[config.mk]
export PLATFORM = sky130hd
export DESIGN_NAME = calc_core
export DESIGN_NICKNAME = d
export VERILOG_FILES = /design/src/rtl/calc_core.sv
export SDC_FILE = /design/constraint.sdc
export NUM_CORES = 1
export LEC_CHECK = 0
export CAP_MARGIN = 20
export CORE_ASPECT_RATIO = 1.4
export CORE_MARGIN = 5
export CORE_UTILIZATION = 53
export DETAILED_ROUTE_END_ITERATION = 10
export PLACE_DENSITY_LB_ADDON = 0.15
export SYNTH_ARGS = -nofsm -noshare
export SYNTH_HDL_FRONTEND = slang
export SYNTH_SLANG_ARGS = --single-unit
[constraint.sdc]
create_clock -name clk -period 5.3 [get_ports clk]
set_clock_uncertainty 0.05 [all_clocks]
set_input_delay 1.06 -clock clk [delete_from_list [all_inputs] [get_ports clk]]
set_output_delay 1.06 -clock clk [all_outputs]
set_load 0.02 [all_outputs]
[src/rtl/calc_core.sv]
// calc_core: keypad-driven +,-,*,/ calculator with shift-add multiply, restoring divide and
// double-dabble conversion. Define CALC_DIV_FRAC_EN to show one fractional digit on divide.
module calc_core #(
    parameter int DIGITS = 2
) (
    input  logic        clk,
    input  logic        rst_n,
    input  logic        key_valid,
    input  logic [3:0]  key_code,
    output logic [39:0] seg_data,
    output logic [7:0]  seg_data_en,
    output logic [7:0]  seg_dot_en,
    output logic        busy,
    output logic        done,
    output logic        err
);
    localparam int OPW  = $clog2(10 ** DIGITS);
    localparam int RW   = 2 * OPW + 4;
    localparam int NBCD = 2 * DIGITS + 1;
    localparam int CW   = $clog2(RW + 1);
`ifdef CALC_DIV_FRAC_EN
    localparam bit FracEn = 1'b1;
`else
    localparam bit FracEn = 1'b0;
`endif

    localparam logic [2:0] StIdle = 3'd0;
    localparam logic [2:0] StAIn  = 3'd1;
    localparam logic [2:0] StOp   = 3'd2;
    localparam logic [2:0] StBIn  = 3'd3;
    localparam logic [2:0] StCalc = 3'd4;
    localparam logic [2:0] StConv = 3'd5;
    localparam logic [2:0] StShow = 3'd6;
    localparam logic [2:0] StErr  = 3'd7;

    localparam logic [1:0] OpAdd = 2'd0;
    localparam logic [1:0] OpSub = 2'd1;
    localparam logic [1:0] OpMul = 2'd2;
    localparam logic [1:0] OpDiv = 2'd3;

    logic [2:0]                state_q;
    logic [OPW-1:0]            a_q, b_q, mplier_q, rem_q;
    logic [DIGITS-1:0][3:0]    a_bcd_q, b_bcd_q;
    logic [1:0]                a_cnt_q, b_cnt_q, op_q;
    logic [RW-1:0]             work_q, acc_q;
    logic [CW-1:0]             cnt_q;
    logic [NBCD-1:0][3:0]      bcd_q;
    logic                      neg_q, frac_q, done_q;

    logic kd, ko, ke, kc;
    assign kd = key_valid && (key_code <= 4'd9);
    assign ko = key_valid && (key_code >= 4'ha) && (key_code <= 4'hd);
    assign ke = key_valid && (key_code == 4'he);
    assign kc = key_valid && (key_code == 4'hf);

    // One double-dabble step: add 3 to digits >= 5, then shift in the next binary bit.
    function automatic logic [4*NBCD-1:0] dd_step(input logic [4*NBCD-1:0] v, input logic b);
        logic [4*NBCD-1:0] t;
        t = v;
        for (int i = 0; i < NBCD; i++) begin
            if (v[4*i +: 4] >= 4'd5) t[4*i +: 4] = v[4*i +: 4] + 4'd3;
        end
        return (t << 1) | {{(4*NBCD-1){1'b0}}, b};
    endfunction

    logic [RW-1:0]  acc_next, div_q, calc_res, calc_mag;
    logic [OPW:0]   div_sh;
    logic [OPW-1:0] div_rem;
    logic           div_ge, calc_last, calc_neg;

    always_comb begin
        acc_next  = acc_q + (mplier_q[0] ? work_q : '0);
        div_sh    = {rem_q, work_q[RW-1]};
        div_ge    = div_sh >= {1'b0, b_q};
        div_rem   = div_ge ? OPW'(div_sh - {1'b0, b_q}) : div_sh[OPW-1:0];
        div_q     = {work_q[RW-2:0], div_ge};
        calc_res  = '0;
        calc_last = 1'b0;
        case (op_q)
            OpAdd: begin
                calc_res  = RW'(a_q) + RW'(b_q);
                calc_last = 1'b1;
            end
            OpSub: begin
                calc_res  = RW'(a_q) - RW'(b_q);
                calc_last = 1'b1;
            end
            OpMul: begin
                calc_res  = acc_next;
                calc_last = (cnt_q == CW'(OPW - 1));
            end
            default: begin
                calc_res  = div_q;
                calc_last = (cnt_q == CW'(RW - 1));
            end
        endcase
        calc_neg = (op_q == OpSub) && calc_res[RW-1];
        calc_mag = calc_neg ? -calc_res : calc_res;
    end

    // Chaining: integer part of the shown result, valid only if it fits an operand.
    logic [NBCD-1:0][3:0]   int_bcd;
    logic [OPW-1:0]         chain_bin;
    logic [1:0]             chain_cnt;
    logic                   chain_ok;

    always_comb begin
        int_bcd  = frac_q ? (bcd_q >> 4) : bcd_q;
        chain_ok = !neg_q;
        for (int i = DIGITS; i < NBCD; i++) begin
            if (int_bcd[i] != 4'd0) chain_ok = 1'b0;
        end
        chain_bin = '0;
        for (int i = DIGITS - 1; i >= 0; i--) begin
            chain_bin = chain_bin * OPW'(10) + OPW'(int_bcd[i]);
        end
        chain_cnt = 2'd1;
        for (int i = 1; i < DIGITS; i++) begin
            if (int_bcd[i] != 4'd0) chain_cnt = 2'(i + 1);
        end
    end

    always_ff @(posedge clk) begin
        done_q <= 1'b0;
        if (!rst_n || kc) begin
            state_q  <= StIdle;
            a_q      <= '0;
            b_q      <= '0;
            a_bcd_q  <= '0;
            b_bcd_q  <= '0;
            a_cnt_q  <= '0;
            b_cnt_q  <= '0;
            op_q     <= OpAdd;
            work_q   <= '0;
            acc_q    <= '0;
            mplier_q <= '0;
            rem_q    <= '0;
            cnt_q    <= '0;
            bcd_q    <= '0;
            neg_q    <= 1'b0;
            frac_q   <= 1'b0;
        end else begin
            case (state_q)
                StIdle, StShow: begin
                    if (kd) begin
                        a_q     <= OPW'(key_code);
                        a_bcd_q <= (4*DIGITS)'(key_code);
                        a_cnt_q <= 2'd1;
                        b_q     <= '0;
                        b_bcd_q <= '0;
                        b_cnt_q <= '0;
                        neg_q   <= 1'b0;
                        frac_q  <= 1'b0;
                        state_q <= StAIn;
                    end else if (ko) begin
                        op_q    <= 2'(key_code - 4'ha);
                        b_q     <= '0;
                        b_bcd_q <= '0;
                        b_cnt_q <= '0;
                        if (state_q == StIdle) begin
                            a_q     <= '0;
                            a_bcd_q <= '0;
                            a_cnt_q <= 2'd1;
                            state_q <= StOp;
                        end else if (chain_ok) begin
                            a_q     <= chain_bin;
                            a_bcd_q <= int_bcd[DIGITS-1:0];
                            a_cnt_q <= chain_cnt;
                            state_q <= StOp;
                        end else begin
                            state_q <= StErr;
                        end
                    end
                end
                StAIn: begin
                    if (kd && a_cnt_q < 2'(DIGITS)) begin
                        a_q     <= a_q * OPW'(10) + OPW'(key_code);
                        a_bcd_q <= (a_bcd_q << 4) | (4*DIGITS)'(key_code);
                        a_cnt_q <= a_cnt_q + 2'd1;
                    end else if (ko) begin
                        op_q    <= 2'(key_code - 4'ha);
                        b_q     <= '0;
                        b_bcd_q <= '0;
                        b_cnt_q <= '0;
                        state_q <= StOp;
                    end
                end
                StOp: begin
                    if (ko) begin
                        op_q <= 2'(key_code - 4'ha);
                    end else if (kd) begin
                        b_q     <= OPW'(key_code);
                        b_bcd_q <= (4*DIGITS)'(key_code);
                        b_cnt_q <= 2'd1;
                        state_q <= StBIn;
                    end
                end
                StBIn: begin
                    if (kd && b_cnt_q < 2'(DIGITS)) begin
                        b_q     <= b_q * OPW'(10) + OPW'(key_code);
                        b_bcd_q <= (b_bcd_q << 4) | (4*DIGITS)'(key_code);
                        b_cnt_q <= b_cnt_q + 2'd1;
                    end else if (ke) begin
                        acc_q    <= '0;
                        mplier_q <= b_q;
                        rem_q    <= '0;
                        cnt_q    <= '0;
                        frac_q   <= FracEn && (op_q == OpDiv);
                        if (op_q == OpDiv && FracEn) work_q <= RW'(a_q) * RW'(10);
                        else                         work_q <= RW'(a_q);
                        state_q <= StCalc;
                    end
                end
                StCalc: begin
                    if (op_q == OpDiv && b_q == '0) begin
                        state_q <= StErr;
                    end else begin
                        acc_q    <= acc_next;
                        mplier_q <= mplier_q >> 1;
                        rem_q    <= div_rem;
                        work_q   <= (op_q == OpMul) ? (work_q << 1) : div_q;
                        cnt_q    <= cnt_q + CW'(1);
                        if (calc_last) begin
                            neg_q   <= calc_neg;
                            work_q  <= calc_mag;
                            bcd_q   <= '0;
                            cnt_q   <= '0;
                            state_q <= StConv;
                        end
                    end
                end
                StConv: begin
                    bcd_q  <= dd_step(bcd_q, work_q[RW-1]);
                    work_q <= work_q << 1;
                    cnt_q  <= cnt_q + CW'(1);
                    if (cnt_q == CW'(RW - 1)) begin
                        done_q  <= 1'b1;
                        state_q <= StShow;
                    end
                end
                default: ;
            endcase
        end
    end

    logic [4:0]             disp [8];
    logic [DIGITS-1:0][3:0] ent_bcd;
    logic [1:0]             ent_cnt;
    int                     msd;

    always_comb begin
        for (int i = 0; i < 8; i++) disp[i] = 5'd16;
        ent_bcd = a_bcd_q;
        ent_cnt = a_cnt_q;
        msd     = 0;
        case (state_q)
            StAIn, StOp, StBIn, StCalc, StConv: begin
                if (state_q != StAIn) begin
                    case (op_q)
                        OpAdd:   disp[0] = 5'd10;
                        OpSub:   disp[0] = 5'd12;
                        OpMul:   disp[0] = 5'd13;
                        default: disp[0] = 5'd14;
                    endcase
                    if (b_cnt_q != 2'd0) begin
                        ent_bcd = b_bcd_q;
                        ent_cnt = b_cnt_q;
                    end
                end
                for (int i = 0; i < DIGITS; i++) begin
                    if (i < int'(ent_cnt)) disp[7-i] = {1'b0, ent_bcd[i]};
                end
            end
            StShow: begin
                disp[0] = 5'd18;
                for (int i = 0; i < NBCD; i++) begin
                    if (bcd_q[i] != 4'd0) msd = i;
                end
                if (frac_q && msd < 1) msd = 1;
                for (int i = 0; i < NBCD; i++) begin
                    if (i <= msd) disp[7-i] = {1'b0, bcd_q[i]};
                end
                for (int i = 1; i < 7; i++) begin
                    if (neg_q && i == msd + 1) disp[7-i] = 5'd12;
                end
            end
            StErr: begin
                disp[5] = 5'd15;
                disp[6] = 5'd17;
                disp[7] = 5'd17;
            end
            default: ;
        endcase
        for (int i = 0; i < 8; i++) seg_data[5*i +: 5] = disp[i];
    end

    assign seg_data_en = 8'hff;
    assign seg_dot_en  = (state_q == StShow && frac_q) ? 8'h40 : 8'h00;
    assign busy        = (state_q == StCalc) || (state_q == StConv);
    assign done        = done_q;
    assign err         = (state_q == StErr);

endmodule

After elaboration in Yosys (flattened, before gate mapping)

Cells that the tools add are included.

Eq/ne operators: 37
Magnitude comparators: 19
$add $sub $neg: 18
$mul: 3
Reductions and logical operators: 55
Bitwise operators: 4
Mux-type cells: 148

Operator list:

| cell                                                            | number |
|---|---|
| two-way mux 32 bit                                              | 6 |
| two-way mux 18 bit                                              | 9 |
| two-way mux 7 bit                                               | 19 |
| one-hot mux 18 bit (3 select lines)                             | 2 |
| two-way mux 8 bit                                               | 13 |
| == test 4 x 32 -> 1 bit (first input constant)                  | 3 |
| two-way mux 5 bit                                               | 18 |
| two-way mux 20 bit                                              | 4 |
| == test 3 x 32 -> 1 bit (first input constant)                  | 2 |
| less-or-equal comparator 3 x 32 -> 1 bit (first input constant) | 2 |
| two-way mux 3 bit                                               | 16 |
| two-way mux 4 bit                                               | 12 |
| one-hot mux 7 bit (2 select lines)                              | 3 |
| one-hot mux 20 bit (2 select lines)                             | 1 |
| two-way mux 2 bit                                               | 18 |
| one-hot mux 18 bit (2 select lines)                             | 1 |
| nonzero test 4 bit                                              | 9 |
| adder 32 x 2 -> 32 bit (second input constant)                  | 1 |
| == test 2 x 32 -> 1 bit (first input constant)                  | 1 |
| less-or-equal comparator 1 x 32 -> 1 bit (first input constant) | 1 |
| less-or-equal comparator 2 x 32 -> 1 bit (first input constant) | 1 |
| less-or-equal comparator 4 x 32 -> 1 bit (first input constant) | 1 |
| < comparator 32 x 2 -> 1 bit (second input constant)            | 1 |
| one-hot mux 8 bit (4 select lines)                              | 1 |
| 61 further kinds                                                | 139 |

Bits of input ports: 7
Register bits: 117

Longest topological paths before layout

Depth in word-level cells: 15
Depth in mapped cells: 16

Worst setup path after synthesis

OpenSTA, ideal clock, no wires.

Kind: reg2reg
From: register mplier_q[0]
To: register work_q[16]
Buffers on the path: 1
Stages on the path, launching flop included: 14
Arrival: 3.712 ns
Path slack: 1.434 ns
Data required time: 5.147 ns
Cells stage by stage: dfxtp_1 -> clkbuf_1 -> nand2_1 -> fa_1 -> nand2b_1 -> a211oi_4 -> o21ai_0 -> nand4_1 -> o211ai_1 -> or4_4 -> or3_4 -> o41ai_2 -> xnor2_1 -> a2111oi_2

Cells in the longest elaborated chain, start to end: 8
Elaborated cells on any way between the ends: 9

Ends and longest elaborated chain:

| element                                             | line   | RTL |
|---|---|---|
| start, declared                                     | 42     | `logic [OPW-1:0] a_q, b_q, mplier_q, rem_q;` |
| start signal, assigned                              | 205    | `mplier_q <= b_q;` |
| start signal, assigned                              | 219    | `mplier_q <= mplier_q >> 1;` |
| two-way mux 18 bit *                                | 72     | `acc_next = acc_q + (mplier_q[0] ? work_q : '0);` |
| adder 18 bit *                                      | 72     |  |
| one-hot mux 18 bit (3 select lines) *               | 79     | `case (op_q)` |
| negator 18 bit or logical AND 1 bit (tied branches) | 98, 97 |  |
| two-way mux 18 bit *                                | 98     | `calc_mag = calc_neg ? -calc_res : calc_res;` |
| two-way mux 18 bit *                                | 223    | `if (calc_last) begin` |
| two-way mux 18 bit *                                | 215    | `if (op_q == OpDiv && b_q == '0) begin` |
| one-hot mux 18 bit (3 select lines) *               | 143    | `case (state_q)` |
| end signal, assigned                                | 221    | `work_q <= (op_q == OpMul) ? (work_q << 1) : div_q;` |
| end signal, assigned                                | 225    | `work_q <= calc_mag;` |
| end signal, assigned                                | 234    | `work_q <= work_q << 1;` |
| end, declared                                       | 45     | `logic [RW-1:0] work_q, acc_q;` |

Mark *: on every way between the ends. The rest lies on a longest branch, timed or not. The select of a mux whose other input is x is not followed.
A chain may end at the register's enable or synchronous reset.

Worst setup path after layout

From: register mplier_q[0]
To: register work_q[15]

The elaborated chain is that of the path after synthesis.

==> results.sh <==
export IMPL_clk_pin_slew_worst_paths_ns=0.06
export IMPL_die_x_um=123.7
export IMPL_fin_tns_setup_ns=0
export IMPL_syn_to_final_growth_pct=11.69
export IMPL_drc=0
export IMPL_antenna_cells=0
export IMPL_powerDensity_nw_per_um2=248.2
export IMPL_relSlewSlack_pct=24.05
export IMPL_synth_seq_area_share_pct=23.99
export IMPL_drtPass1Iterations=5
export IMPL_r2r_end="work_q[15]$_SDFFE_PP0P_"
export IMPL_grt_pass1_vias=8946
export IMPL_die_area_um2=20940
export IMPL_drv_slew=0
export IMPL_intPower_mw=1.738
export IMPL_overflow=0
export IMPL_cp_data_arrival_time_ns=5.02
export IMPL_async_reset_ff_share_pct=0
export IMPL_cts_resized=0
export IMPL_postCtsSetupRepairBufs=0
export IMPL_critPathCapture="work_q[15]$_SDFFE_PP0P_"
export IMPL_power_mw=2.661
export IMPL_ff2ff_setup_slack_ns=0.54
export IMPL_fillers=1685
export IMPL_hold_viol=0
export IMPL_critical_path_max_fanout=19
export IMPL_numCtsBuffers=17
export IMPL_final_setup_viol_count=0
export IMPL_grt_max_degree=54
export IMPL_cts_num_sinks=115
export IMPL_viasPerCell=6.073
export IMPL_combPwrFrac_pct=23.9
export IMPL_start_util_pct=53.55
export IMPL_pin_count=66
export IMPL_gp_congestion=0.9059
export IMPL_cp_slowest_cell="a2111oi_0"
export IMPL_wl_per_cell_um=18.16
export IMPL_clockBufferDepth=2
export IMPL_pre_cts_ws_ns=0.7018
export IMPL_period_needed_ns=4.765
export IMPL_nets=1368
export IMPL_fin_ws_ns=0.5351
export IMPL_first_iter_violations=548
export IMPL_status="finished, final reports clean"
export IMPL_postRouteAntennaNets=0
export IMPL_hold_class="reg2reg"
export IMPL_crit_chain="and2_1, ha_1, and2_4, nand3_2, a2111oi_0, nor3_1, o21a_1, o211ai_1, and2_1, o31ai_1, xor2_1, a2111oi_0"
export IMPL_startpoint_type="register"
export IMPL_grt_usage_pct=26.97
export IMPL_worst_hold_startpoint="mplier_q[6]$_SDFFE_PP0P_"
export IMPL_cts_root_buf="clkbuf_16"
export IMPL_synth_edf_count=0
export IMPL_h_tree_depth=4
export IMPL_clk_latency_ns=0.43
export IMPL_crit_path_start="mplier_q[0]$_SDFFE_PP0P_"
export IMPL_drt_total_wl_um=27690
export IMPL_core_um2=17920
export IMPL_p_sw_share_pct=34.67
export IMPL_synth_largest_area_cell="dfxtp_1"
export IMPL_p_sw_mw=0.9224
export IMPL_grt_pass1_wl_um=45060
export IMPL_ys_warn_count=0
export IMPL_synth_main_ff_cell="dfxtp_1"
export IMPL_rows=58
export IMPL_synth_area_top_cells="dfxtp_1 (24%), ha_1 (10%), nor2_1 (6.3%), a22oi_1 (4.8%), a21oi_1 (4.2%)"
export IMPL_crit_path_end_kind="register"
export IMPL_synth_area_um2=9598
export IMPL_pwr_share_seq_pct=35.0
export IMPL_maxCapViolCount=0
export IMPL_port_buffers=42
export IMPL_antenna_found_initial=0
export IMPL_fmax_mhz=209.9
export IMPL_vdd_drop_max_uv=208.3
export IMPL_reg2reg_depth=12
export IMPL_holdBufCountCts=0
export IMPL_slowest_delay_ns=1.01
export IMPL_p_leak_nw=4.242
export IMPL_synth_top_area_share_pct=23.99
export IMPL_worstPathRequired_ns=5.55
export IMPL_synth_seq_cells=115
export IMPL_syn_inst=1256
export IMPL_worstSetupPathType="reg2reg"
export IMPL_avgSynthCellArea_um2=7.642
export IMPL_worst_pin_slew_ns=1.111
export IMPL_min_period_over_period_pct=89.90
export IMPL_die_h_um=169.2
export IMPL_p_clk_share_pct=41.1
export IMPL_dp_cells=1493
export IMPL_vias=9261
export IMPL_rsz0062_at_grt="false"
export IMPL_cts_tree="built"
export IMPL_stdcell_count=1525
export IMPL_synth_cell_types=78
export IMPL_hpwl_um=20390
export IMPL_drive_gt1_share_pct=6.615
export IMPL_rr_startpoint="mplier_q[0]$_SDFFE_PP0P_"
==> critical path, delay by kind of cell, from the launching register on <==
family | cells | cell delay [ns]
AO/OA/AOI/OAI | 5 | 2.16
AND/OR/NAND/NOR | 5 | 1.38
XOR/XNOR | 1 | 0.17
adder cells (fa/ha/maj) | 1 | 0.43
flip-flops | 1 | 0.46
==> per-layer routing <==
metal  routed length, µm  share of wire, %  track usage [%]  up-vias
li1                    -                 -                -     4522
met1               11260                41            31.46     4381
met2               13770                50            46.97      277
met3                1465               5.3            4.868       81
met4                1202               4.3            12.92        0
met5                   0                 0                0        -
==> sequential cells by signal, indices dropped and copies added, names as in the netlist <==
signal and cells:
work_q 18, b_cnt_q 2, a_q 7, op_q 2, bcd_q 20, b_q 7, b_bcd_q 8, a_bcd_q 7
a_cnt_q 2, cnt_q 5, state_q 3, rem_q 7, done 1, neg_q 1, acc_q 18, mplier_q 7
==> worst min-delay path by stage <==
stage / endpoint / slack [ns] / cells past startpoint
detailed placement: mplier_q[6]$_SDFFE_PP0P_ / 0.43 / 2
global placement: mplier_q[6]$_SDFFE_PP0P_ / 0.42 / 2
floorplan: b_bcd_q[0]$_SDFFE_PP0P_ / 0.40 / 2
finish: mplier_q[6]$_SDFFE_PP0P_ / 0.43 / 2
global route: mplier_q[3]$_SDFFE_PP0P_ / 0.47 / 2
CTS: mplier_q[6]$_SDFFE_PP0P_ / 0.44 / 2
==> final cells by class <==
class	count	area [µm²]	share of cell area [%]
multi-input combinational	1016	6749	62.96
tap	240	300.3	2.801
inverter	57	214.0	1.996
sequential	115	2302	21.48
clock inverter	14	120.1	1.120
clock buffer	18	429.2	4.003
timing repair buffer	65	605.6	5.649
==> kinds of logic (layout without fill, tap and decap cells) <==
family / Yosys count / in the layout / synth area share [%]
compound gates: 375 / 375 / 26.88
xor+xnor: 62 / 62 / 5.658
fa+ha+maj: 89 / 89 / 12.38
buf+inv: 146 / 154 / 6.779
flops: 115 / 115 / 23.99
mux: 20 / 20 / 2.112
other cells: 2 / 23 / 0.07825
simple gates: 447 / 447 / 22.12
==> metrics by stage <==
step / util, % / hold WS [ns] / cell area (µm²)
after floorplan: - / 0.3987 / 9677
after global placement: 56.74 / 0.4201 / 10170
after detailed placement: 56.74 / 0.4269 / 10170
after CTS: 59.81 / 0.4414 / 10720
after global routing: 59.81 / 0.4701 / 10720
final: 59.81 / 0.4345 / 10720
==> cell usage in the layout (no fill, tap or decap), types with 7 or more instances in the layout <==
cell type | netlist | layout
o211ai_1 | 10 | 10
dfxtp_1 | 115 | 115
nand4_1 | 7 | 7
nand3_1 | 33 | 33
and3_1 | 13 | 13
a32oi_1 | 10 | 10
nand2_1 | 96 | 95
nor3b_1 | 10 | 10
fa_1 | 10 | 10
conb_1 | 2 | 23
inv_6 | 0 | 8
xor2_1 | 28 | 28
clkdlybuf4s50_1 | 0 | 42
o22ai_1 | 15 | 15
a21o_1 | 14 | 14
o31ai_1 | 10 | 10
buf_4 | 26 | 22
a221oi_1 | 8 | 8
o21a_1 | 13 | 13
a22oi_1 | 62 | 62
o21ai_0 | 72 | 71
and2_1 | 23 | 23
clkbuf_16 | 0 | 17
nor3_1 | 32 | 31
ha_1 | 79 | 79
nor2_1 | 160 | 159
nand2b_1 | 32 | 32
a21oi_1 | 80 | 79
nor2b_1 | 13 | 13
inv_1 | 56 | 56
mux2i_1 | 18 | 18
a211oi_1 | 25 | 25
xnor2_1 | 34 | 34
==> power by group through the flow <==
stage / logic [mW] / clock network (mW) / registers [mW]
detailed placement: 0.626 / 0 / 0.949
global route: 0.704 / 1.15 / 0.934
CTS: 0.631 / 1.11 / 0.930
global placement: 0.621 / 0 / 0.948
floorplan: 0.492 / 0 / 0.934
finish: 0.637 / 1.09 / 0.930
==> Yosys cell counts, types with 3 or more instances <==
cell type,n
xnor2_1,34
a22oi_1,62
a32oi_1,10
a31oi_1,6
a21oi_1,80
a21boi_0,4
a21o_1,14
fa_1,10
nor2_1,160
a211o_1,6
or2_2,3
o31ai_1,10
buf_4,26
dfxtp_1,115
nand4_1,7
nor4_1,6
nand2b_1,32
and2_1,23
o21a_1,13
nand3b_1,3
buf_2,4
o211ai_1,10
a221oi_1,8
or3_1,6
clkbuf_1,56
inv_1,56
buf_1,3
nor3b_1,10
o221a_2,3
o22ai_1,15
ha_1,79
o21ai_0,72
a31o_2,3
a211oi_1,25
a2111oi_0,3
mux2i_1,18
nand3_1,33
nand2_1,96
nor2b_1,13
and3_1,13
nor3_1,32
xor2_1,28
No activity file was read; power rests on OpenSTA's default activity.
